==> src/rtl/hls_run_sequencer.sv <==
// Drives one HLS kernel run: preload memory from a FIFO, pulse start, time the kernel, read back.
// Optional watchdog on the kernel run is enabled by defining HLS_RUN_SEQUENCER_WATCHDOG_EN.
module hls_run_sequencer #(
  parameter int unsigned ADDR_W         = 9,
  parameter int unsigned DATA_W         = 64,
  parameter int unsigned SIZE_W         = 7,
  parameter int unsigned FIFO_DEPTH     = 16,
  parameter int unsigned TIMEOUT_CYCLES = 200000000
) (
  input  logic                  clock,
  input  logic                  reset,
  input  logic                  ld_valid,
  output logic                  ld_ready,
  input  logic [DATA_W-1:0]     ld_data,
  input  logic [ADDR_W-1:0]     cfg_ld_base,
  input  logic [ADDR_W:0]       cfg_ld_len,
  input  logic [ADDR_W-1:0]     cfg_rb_base,
  input  logic [ADDR_W:0]       cfg_rb_len,
  input  logic                  go,
  output logic                  busy,
  output logic                  seq_done,
  output logic [1:0]            status,
  output logic [31:0]           cycles,
  output logic                  rb_valid,
  input  logic                  rb_ready,
  output logic [DATA_W-1:0]     rb_data,
  output logic                  start_port,
  input  logic                  done_port,
  output logic [1:0]            S_oe_ram,
  output logic [1:0]            S_we_ram,
  output logic [2*ADDR_W-1:0]   S_addr_ram,
  output logic [2*DATA_W-1:0]   S_Wdata_ram,
  output logic [2*SIZE_W-1:0]   S_data_ram_size,
  input  logic [2*DATA_W-1:0]   Sout_Rdata_ram,
  input  logic [1:0]            Sout_DataRdy
);

  localparam int unsigned PtrW = $clog2(FIFO_DEPTH);
  localparam logic [ADDR_W-1:0] AddrStep = ADDR_W'(DATA_W / 8);
  localparam logic [ADDR_W:0] IdxOne = (ADDR_W+1)'(1);

  typedef enum logic [2:0] {StIdle, StLoad, StStart, StRun, StRead, StFin} state_e;

  state_e              state_q;
  logic [DATA_W-1:0]   fifo_mem [FIFO_DEPTH];
  logic [PtrW-1:0]     wr_ptr_q, rd_ptr_q;
  logic [PtrW:0]       count_q;
  logic                fifo_empty, fifo_full, push, pop;

  logic [ADDR_W:0]     ld_len_q, rb_len_q, idx_q, idx_inc;
  logic [ADDR_W-1:0]   rb_base_q, cur_addr_q, addr_q;
  logic [DATA_W-1:0]   wdata_q, rb_data_q;
  logic                we_q, oe_q, start_q, done_q, rb_valid_q;
  logic [1:0]          status_q;
  logic [31:0]         cycles_q, cycles_inc;
  logic [SIZE_W-1:0]   size_ch0;

  // Load FIFO; a pop frees a slot in the same cycle so a full FIFO can still accept.
  assign fifo_empty = (count_q == '0);
  assign fifo_full  = (count_q == (PtrW+1)'(FIFO_DEPTH));
  assign pop        = (state_q == StLoad) && !we_q && !fifo_empty;
  assign ld_ready   = !fifo_full || pop;
  assign push       = ld_valid && ld_ready;

  always_ff @(posedge clock) begin
    if (push) fifo_mem[wr_ptr_q] <= ld_data;
  end

  always_ff @(posedge clock or posedge reset) begin
    if (reset) begin
      wr_ptr_q <= '0;
      rd_ptr_q <= '0;
      count_q  <= '0;
    end else begin
      if (push) wr_ptr_q <= wr_ptr_q + PtrW'(1);
      if (pop)  rd_ptr_q <= rd_ptr_q + PtrW'(1);
      case ({push, pop})
        2'b10:   count_q <= count_q + (PtrW+1)'(1);
        2'b01:   count_q <= count_q - (PtrW+1)'(1);
        default: ;
      endcase
    end
  end

  assign idx_inc    = idx_q + IdxOne;
  assign cycles_inc = (&cycles_q) ? cycles_q : cycles_q + 32'd1;

`ifdef HLS_RUN_SEQUENCER_WATCHDOG_EN
  localparam logic [31:0] TimeoutLimit = TIMEOUT_CYCLES;
`else
  logic unused_timeout;
  assign unused_timeout = ^TIMEOUT_CYCLES;
`endif

  always_ff @(posedge clock or posedge reset) begin
    if (reset) begin
      state_q    <= StIdle;
      ld_len_q   <= '0;
      rb_len_q   <= '0;
      rb_base_q  <= '0;
      cur_addr_q <= '0;
      idx_q      <= '0;
      addr_q     <= '0;
      wdata_q    <= '0;
      we_q       <= 1'b0;
      oe_q       <= 1'b0;
      start_q    <= 1'b0;
      done_q     <= 1'b0;
      status_q   <= '0;
      cycles_q   <= '0;
      rb_valid_q <= 1'b0;
      rb_data_q  <= '0;
    end else begin
      start_q <= 1'b0;
      done_q  <= 1'b0;
      case (state_q)
        StIdle: begin
          if (go) begin
            ld_len_q   <= cfg_ld_len;
            rb_len_q   <= cfg_rb_len;
            rb_base_q  <= cfg_rb_base;
            cur_addr_q <= cfg_ld_base;
            idx_q      <= '0;
            status_q   <= '0;
            if (cfg_ld_len == '0) begin
              state_q  <= StStart;
              start_q  <= 1'b1;
              cycles_q <= 32'd1;
            end else begin
              state_q  <= StLoad;
              cycles_q <= '0;
            end
          end
        end
        StLoad: begin
          if (we_q) begin
            if (Sout_DataRdy[0]) begin
              we_q       <= 1'b0;
              addr_q     <= '0;
              wdata_q    <= '0;
              cur_addr_q <= cur_addr_q + AddrStep;
              idx_q      <= idx_inc;
              if (idx_inc == ld_len_q) begin
                state_q  <= StStart;
                start_q  <= 1'b1;
                cycles_q <= 32'd1;
              end
            end
          end else if (!fifo_empty) begin
            we_q    <= 1'b1;
            addr_q  <= cur_addr_q;
            wdata_q <= fifo_mem[rd_ptr_q];
          end
        end
        StStart: state_q <= StRun;
        StRun: begin
          // The cycle in which done_port is seen is still counted.
          cycles_q <= cycles_inc;
          if (done_port) begin
            if (rb_len_q == '0) begin
              state_q <= StFin;
              done_q  <= 1'b1;
            end else begin
              state_q    <= StRead;
              oe_q       <= 1'b1;
              addr_q     <= rb_base_q;
              cur_addr_q <= rb_base_q;
              idx_q      <= '0;
            end
          end
`ifdef HLS_RUN_SEQUENCER_WATCHDOG_EN
          else if (cycles_inc >= TimeoutLimit) begin
            status_q <= 2'b01;
            state_q  <= StFin;
            done_q   <= 1'b1;
          end
`endif
        end
        StRead: begin
          if (oe_q) begin
            if (Sout_DataRdy[0]) begin
              oe_q       <= 1'b0;
              addr_q     <= '0;
              rb_valid_q <= 1'b1;
              rb_data_q  <= Sout_Rdata_ram[DATA_W-1:0];
            end
          end else if (rb_valid_q && rb_ready) begin
            rb_valid_q <= 1'b0;
            idx_q      <= idx_inc;
            if (idx_inc == rb_len_q) begin
              state_q <= StFin;
              done_q  <= 1'b1;
            end else begin
              oe_q       <= 1'b1;
              addr_q     <= cur_addr_q + AddrStep;
              cur_addr_q <= cur_addr_q + AddrStep;
            end
          end
        end
        StFin:   state_q <= StIdle;
        default: state_q <= StIdle;
      endcase
    end
  end

  assign size_ch0        = (we_q || oe_q) ? SIZE_W'(DATA_W) : '0;
  assign busy            = (state_q != StIdle);
  assign seq_done        = done_q;
  assign status          = status_q;
  assign cycles          = cycles_q;
  assign rb_valid        = rb_valid_q;
  assign rb_data         = rb_data_q;
  assign start_port      = start_q;
  assign S_oe_ram        = {1'b0, oe_q};
  assign S_we_ram        = {1'b0, we_q};
  assign S_addr_ram      = {{ADDR_W{1'b0}}, addr_q};
  assign S_Wdata_ram     = {{DATA_W{1'b0}}, wdata_q};
  assign S_data_ram_size = {{SIZE_W{1'b0}}, size_ch0};

  // Channel 1 is never used.
  logic unused_ch1;
  assign unused_ch1 = ^{Sout_Rdata_ram[2*DATA_W-1:DATA_W], Sout_DataRdy[1]};

endmodule
==> config.mk <==
export PLATFORM = sky130hd
export DESIGN_NAME = hls_run_sequencer
export DESIGN_NICKNAME = d
export VERILOG_FILES = /design/src/rtl/hls_run_sequencer.sv
export SDC_FILE = /design/constraint.sdc
export NUM_CORES = 2
export LEC_CHECK = 0
export CELL_PAD_IN_SITES_DETAIL_PLACEMENT = 2
export CELL_PAD_IN_SITES_GLOBAL_PLACEMENT = 2
export CORE_MARGIN = 5
export CORE_UTILIZATION = 47
export DETAILED_ROUTE_END_ITERATION = 8
export GPL_TIMING_DRIVEN = 0
export PLACE_DENSITY_LB_ADDON = 0.1
export SLEW_MARGIN = 20
export SYNTH_ARGS = -nofsm -noshare
export SYNTH_HDL_FRONTEND = slang
export SYNTH_SLANG_ARGS = --single-unit
==> constraint.sdc <==
create_clock -name clock -period 28.9 [get_ports clock]
set_input_delay 8.67 -clock clock [delete_from_list [all_inputs] [get_ports clock]]
set_output_delay 8.67 -clock clock [all_outputs]
set_load 0.02 [all_outputs]
# Yosys cells after proc, flatten, opt, wreduce, memory -nomap -nowiden
# Memories as Yosys holds them, arrays and structs flattened.
# Cells that the tools add are included.
# Widths: inputs -> output; s select.
[totals] reg_bits=238 ram_bits=1024 inputBits=238 memories=1 output_inout_bits=267
[op_classes] n_eq_ne=26 reduce_logical=31 n_mux=71 n_addsub=7
[mem_list] memory="fifo_mem" depth=16 width=64 read_ports=1 rd_ports_with_merged_regs=0 write_ports=1 line="45" text="logic [DATA_W-1:0] fifo_mem [FIFO_DEPTH];"
[op_table] cell="$mux 64" n=3
[op_table] cell="$mux 32" n=5
[op_table] cell="$mux 9" n=12
[op_table] cell="$pmux 32 s3" n=1
[op_table] cell="$mux 10" n=7
[op_table] cell="$pmux 10 s4" n=1
[op_table] cell="$pmux 9 s4" n=1
[op_table] cell="$add 32x1->32 const B" n=1
[op_table] cell="$reduce_and 32->1" n=1
[op_table] cell="$pmux 9 s3" n=1
[op_table] cell="$mux 1" n=25
[op_table] cell="$mux 3" n=8
[op_table] cell="$ne 2x2->1 const B" n=12
[op_table] cell="$eq 10x10->1" n=2
[op_table] cell="$logic_not 10->1" n=2
[op_table] cell="$reduce_and 8->1" n=2
[op_table] cell="$pmux 3 s5" n=1
[op_table] cell="$reduce_and 3->1" n=4
[op_table] cell="$reduce_and 6->1" n=2
[op_table] cell="$add 10x1->10 const B" n=1
[op_table] cell="$pmux 5 s2" n=1
[op_table] cell="$add 9x4->9 const B" n=1
[op_table] cell="$ne 3x3->1 const B" n=3
[op_table] cell="$reduce_and 9->1" n=1
[op_table] cell="other kinds (22)" n=37

# Longest topological paths before layout
[depth] ltp_word=7 depth_mapped=16 ltp_nobuf=14

# Least setup slack after synthesis
# OpenSTA, ideal clock, no wires.
[synth_path] path_kind="input to register" start="in ld_valid" end="mem fifo_mem[1][0] (enable)" t_required_ps=28256 setup_time_ps=644 arrival_time_ps=15208 path_stages=4 setup_slack_ps=13049 path_cell_list="and2_1 -> clkbuf_1 -> inv_1 -> nor4_1"
[synth_between] elab_chain_cells=3
[synth_lines] item="start: declaration" line="12" text="input logic ld_valid,"
[synth_lines] item="$logic_and 1x1->1" line="63" text="assign push = ld_valid && ld_ready;"
[synth_lines] item="$mux 1" line="66" text="if (push) fifo_mem[wr_ptr_q] <= ld_data;"
[synth_lines] item="$mux 1 (implied by the code)" line="66"
[synth_lines] item="end: declaration" line="45"
# Every way passes these cells.

# Worst setup path after layout
[layout_path] start="reg we_q" end="out S_data_ram_size[6]"
[layout_between] elab_chain_cells=2
[layout_lines] item="start: declaration" line="53" text="logic we_q, oe_q, start_q, done_q, rb_valid_q;"
[layout_lines] item="start signal: assignment" line="105" text="we_q <= 1'b0;"
[layout_lines] item="start signal: assignment" line="138" text="we_q <= 1'b0;"
[layout_lines] item="start signal: assignment" line="150" text="we_q <= 1'b1;"
[layout_lines] item="$logic_or 1x1->1" line="206" text="assign size_ch0 = (we_q || oe_q) ? SIZE_W'(DATA_W) : '0;"
[layout_lines] item="$mux 7" line="206"
[layout_lines] item="end: declaration" line="33" text="output logic [2*SIZE_W-1:0] S_data_ram_size,"
# Every way passes these cells.

==> summary.md <==
| Metric | Value |
|---|---|
| Status | finished, final reports clean |
| Max VDD drop | 0.0953 mV |
| Num CTS Buffers | 138 |
| Die ar. | 114000 um^2 |
| Reg-to-reg endpoint | count_q[4]$_DFFE_PP0P_ |
| Number of max-slew violations in the final report | 0 |
| Fin crit share | 0.407 |
| Die span in x | 337 um |
| First-pass GRT wire length | 254000 um |
| Cts hold-fix bufs | 0 |
| Sink Count | 1262 |
| R2r setup slk | 23.68 ns |
| Final worst setup slack | 17.13 ns |
| Initial core utilization | 0.472 |
| Measured slew at the worst slew-check pin | 1.21 ns |
| FP Rows | 120 |
| Total Wirelength | 184000 um |
| Worst Hold Path EP | rb_data[27]$_DFFE_PP0P_ |
| Seq/Total Area, Yosys | 0.728 |
| Post-Route Skew | 0.0314 ns |
| Nets | 3621 |
| DR pass1 iterations | 5 |
| Avg Vias per Cell | 6.23 |
| Routed Antenna Nets | 0 |
| TritonCTS clock tree | yes |
| Post-synth EDFFs | 1024 |
| Iter 0 DRT Violations | 3467 |
| Met3 wire length | 15500 um |
| Power Dens Cells | 103 nW/um^2 |
| Wire per inst | 37.4 um |
| Port-buffer cells | 349 |
| FF-to-FF path depth | 15 |
| P_leak | 21.9 nW |
| Hold Crit Depth | 1 |
| Hpwl dp | 118000 um |
| Worst path most repeated cell | clkbuf_1 |
| Avg Inst Size Synth | 19.0 um^2 |
| Gr usage total | 0.320 |
| Setup crit end kind | primary output |
| CP peak stage delay | 0.60 ns |
| Total power | 6.40 mW |
| Startpoint Class | flip-flop |
| H-tree depth reported by CTS | 4 |
| Count leader, synth | edfxtp_1 |
| Longest Clk Path Bufs | 3 |
| Synthesized cell area | 50400 um^2 |
| Synth cell types | 69 |
| CP required | 20.23 ns |
| Yosys top cell area share | 0.610 |
| Clock Latency Late Sink | 0.77 ns |
| Vias | 30600 |
| CORE AREA | 107000 um^2 |
| I/O Pins | 505 |
| Slowest CP cell | clkdlybuf4s50_1 |
| Hold WC Path Type | reg2reg |
| Final setup violation count | 0 |
| CTS clk-pin slew, worst paths | 0.06 ns |
| Post-CTS Setup Repair Bufs | 0 |
| Post-CTS sizing | 0 |
| Largest fanout on the critical path | 10 |
| Post-Syn Instances | 2648 |
| R2R Path Start | state_q[0]$_DFFE_PP0P_ |
| Clock Root Buffer | clkbuf_16 |
| Yosys warning total | 0 |
| Unrepaired setup endpoints after global routing | false |
| Die height | 337 um |
| Met1 wire length | 67400 um |
| Max_slew headroom | 0.194 |
| Top Metal Used | met5 |
| Initial antenna violation count | 25 |
| Final Critical Period | 11.77 ns |
| Synth Flop Type | edfxtp_1 |
| Top post-synthesis cells by area | edfxtp_1 (61%), mux4_2 (14%), dfrtp_1 (12%) |
| Met2 wire len | 94300 um |
| Global route total overflow | 0 |
| Async S/R FF share, synth | 0.189 |
| GP Congestion | 0.851 |
| Area leader, netlist | edfxtp_1 |
| Max cap viols | 0 |
| Top cells by count, synth | edfxtp_1 (1024), mux4_2 (320), dfrtp_1 (238) |
| Layout cell share with drive strength beyond 1 | 0.267 |
| Layout area overhead | 23.5% |
| # fillers | 8977 |
| Final Hold Fails | 0 |
| Post-place setup slack | 16.78 ns |
| Post-route DRC | 0 |
| CP Data Arrival Time | 3.10 ns |
| Seq cells post-synth | 1262 |
| Final TNS setup | 0 ns |
| Setup CP Type | reg2out |
| Largest net degree at the start of global routing | 83 |
| Worst Hold Launch | rb_data[27]$_DFFE_PP0P_ |
| Vias in the first global route | 32800 |
| Max Clock Freq | 84.9 MHz |
| Critical path cell sequence | clkbuf_1 > clkbuf_1 > or2_2 > clkdlybuf4s50_1 |
[state kept, by name, summed over array words and instances, names as in the netlist]
signal      count
state_q         3
wdata_q        64
rb_base_q       9
rd_ptr_q        4
seq_done        1
ld_len_q       10
cur_addr_q      9
we_q            1
rb_data        64
addr_q          9
rb_valid        1
fifo_mem     1024
oe_q            1
wr_ptr_q        4
start_port      1
cycles         32
idx_q          10
rb_len_q       10
count_q         5
[power breakdown]
part,internal (mW),switching [mW]
logic,0.896,1.27
clock network,1.07,0.772
registers,2.23,0.151
[cells in the final DEF (no fill, tap or decap), types with 24 or more instances in the layout]
cell	instances
o21ai_0	98
buf_4	153
a21oi_1	40
xnor2_1	28
conb_1	90
mux2_2	104
nand2_1	189
dfrtp_1	238
buf_2	68
clkbuf_16	145
mux4_2	320
edfxtp_1	1024
clkbuf_1	130
clkdlybuf4s50_1	349
inv_1	24
nor2_1	63
[layout make-up]
class	instances	area, um^2	area share
Sequential cell	1262	36700	0.590
Multi-Input combinational cell	1216	12800	0.205
Timing Repair Buffer	493	4970	0.0799
Clock buffer	200	4020	0.0645
Tap cell	1403	1760	0.0282
Buffer	234	1280	0.0206
Clock inverter	54	602	0.00967
Inverter	25	101	0.00163
Antenna cell	19	47.5	0.000764
[worst max-delay path, delay by kind of cell (launching register included)]
kind	cells	cell delay, ns
flops	1	0.44
buf+inv	3	1.70
simple gates	1	0.21
[worst max path at each step]
stage                                            to  slack (ns)  cells past startpoint        startpoint
final                            S_data_ram_size[6]       17.13                      4  we_q$_DFFE_PP0P_
after global routing             S_data_ram_size[6]       17.01                      4  we_q$_DFFE_PP0P_
after floorplan            fifo_mem[1][0]$_DFFE_PP_       13.05                      4          ld_valid
after detailed placement  fifo_mem[2][20]$_DFFE_PP_       16.78                     11          ld_valid
after global placement    fifo_mem[0][54]$_DFFE_PP_        3.60                      5          ld_valid
after CTS                        S_data_ram_size[6]       17.14                      4  we_q$_DFFE_PP0P_
[logic make-up (layout without fill, tap and decap cells)]
| family | count (synthesis) | count (layout) | share of synthesized area |
|---|---|---|---|
| DFF | 1262 | 1262 | 0.728 |
| muxes | 431 | 431 | 0.168 |
| and+or+nand+nor | 396 | 396 | 0.0364 |
| buffers and inverters | 259 | 1006 | 0.0267 |
| AOI/OAI and AO/OA | 248 | 248 | 0.0307 |
| xor gates and xnor gates | 38 | 38 | 0.00661 |
| adders and majority gates | 13 | 13 | 0.00338 |
| other | 1 | 109 | 0.0000744 |
[metal layers]
layer / GRT usage / vias to the layer above
met1: 0.403 / 16500
met5: 0 / -
li1: - / 11900
met3: 0.0762 / 343
met2: 0.547 / 1821
met4: 0.113 / 10
[per-stage QoR]
| stage | instances | cell area [um^2] | hold slack (ns) | utilization |
|---|---|---|---|---|
| floorplan | 2737 | 50700 | 0.481 | - |
| global placement | 4489 | 56000 | 0.487 | 0.524 |
| detailed placement | 4632 | 57500 | 0.496 | 0.539 |
| CTS | 4886 | 62200 | 0.509 | 0.582 |
| global route | 4897 | 62200 | 0.516 | 0.583 |
| finish | 4906 | 62200 | 0.505 | 0.583 |
(Power assumes the default switching activity.)
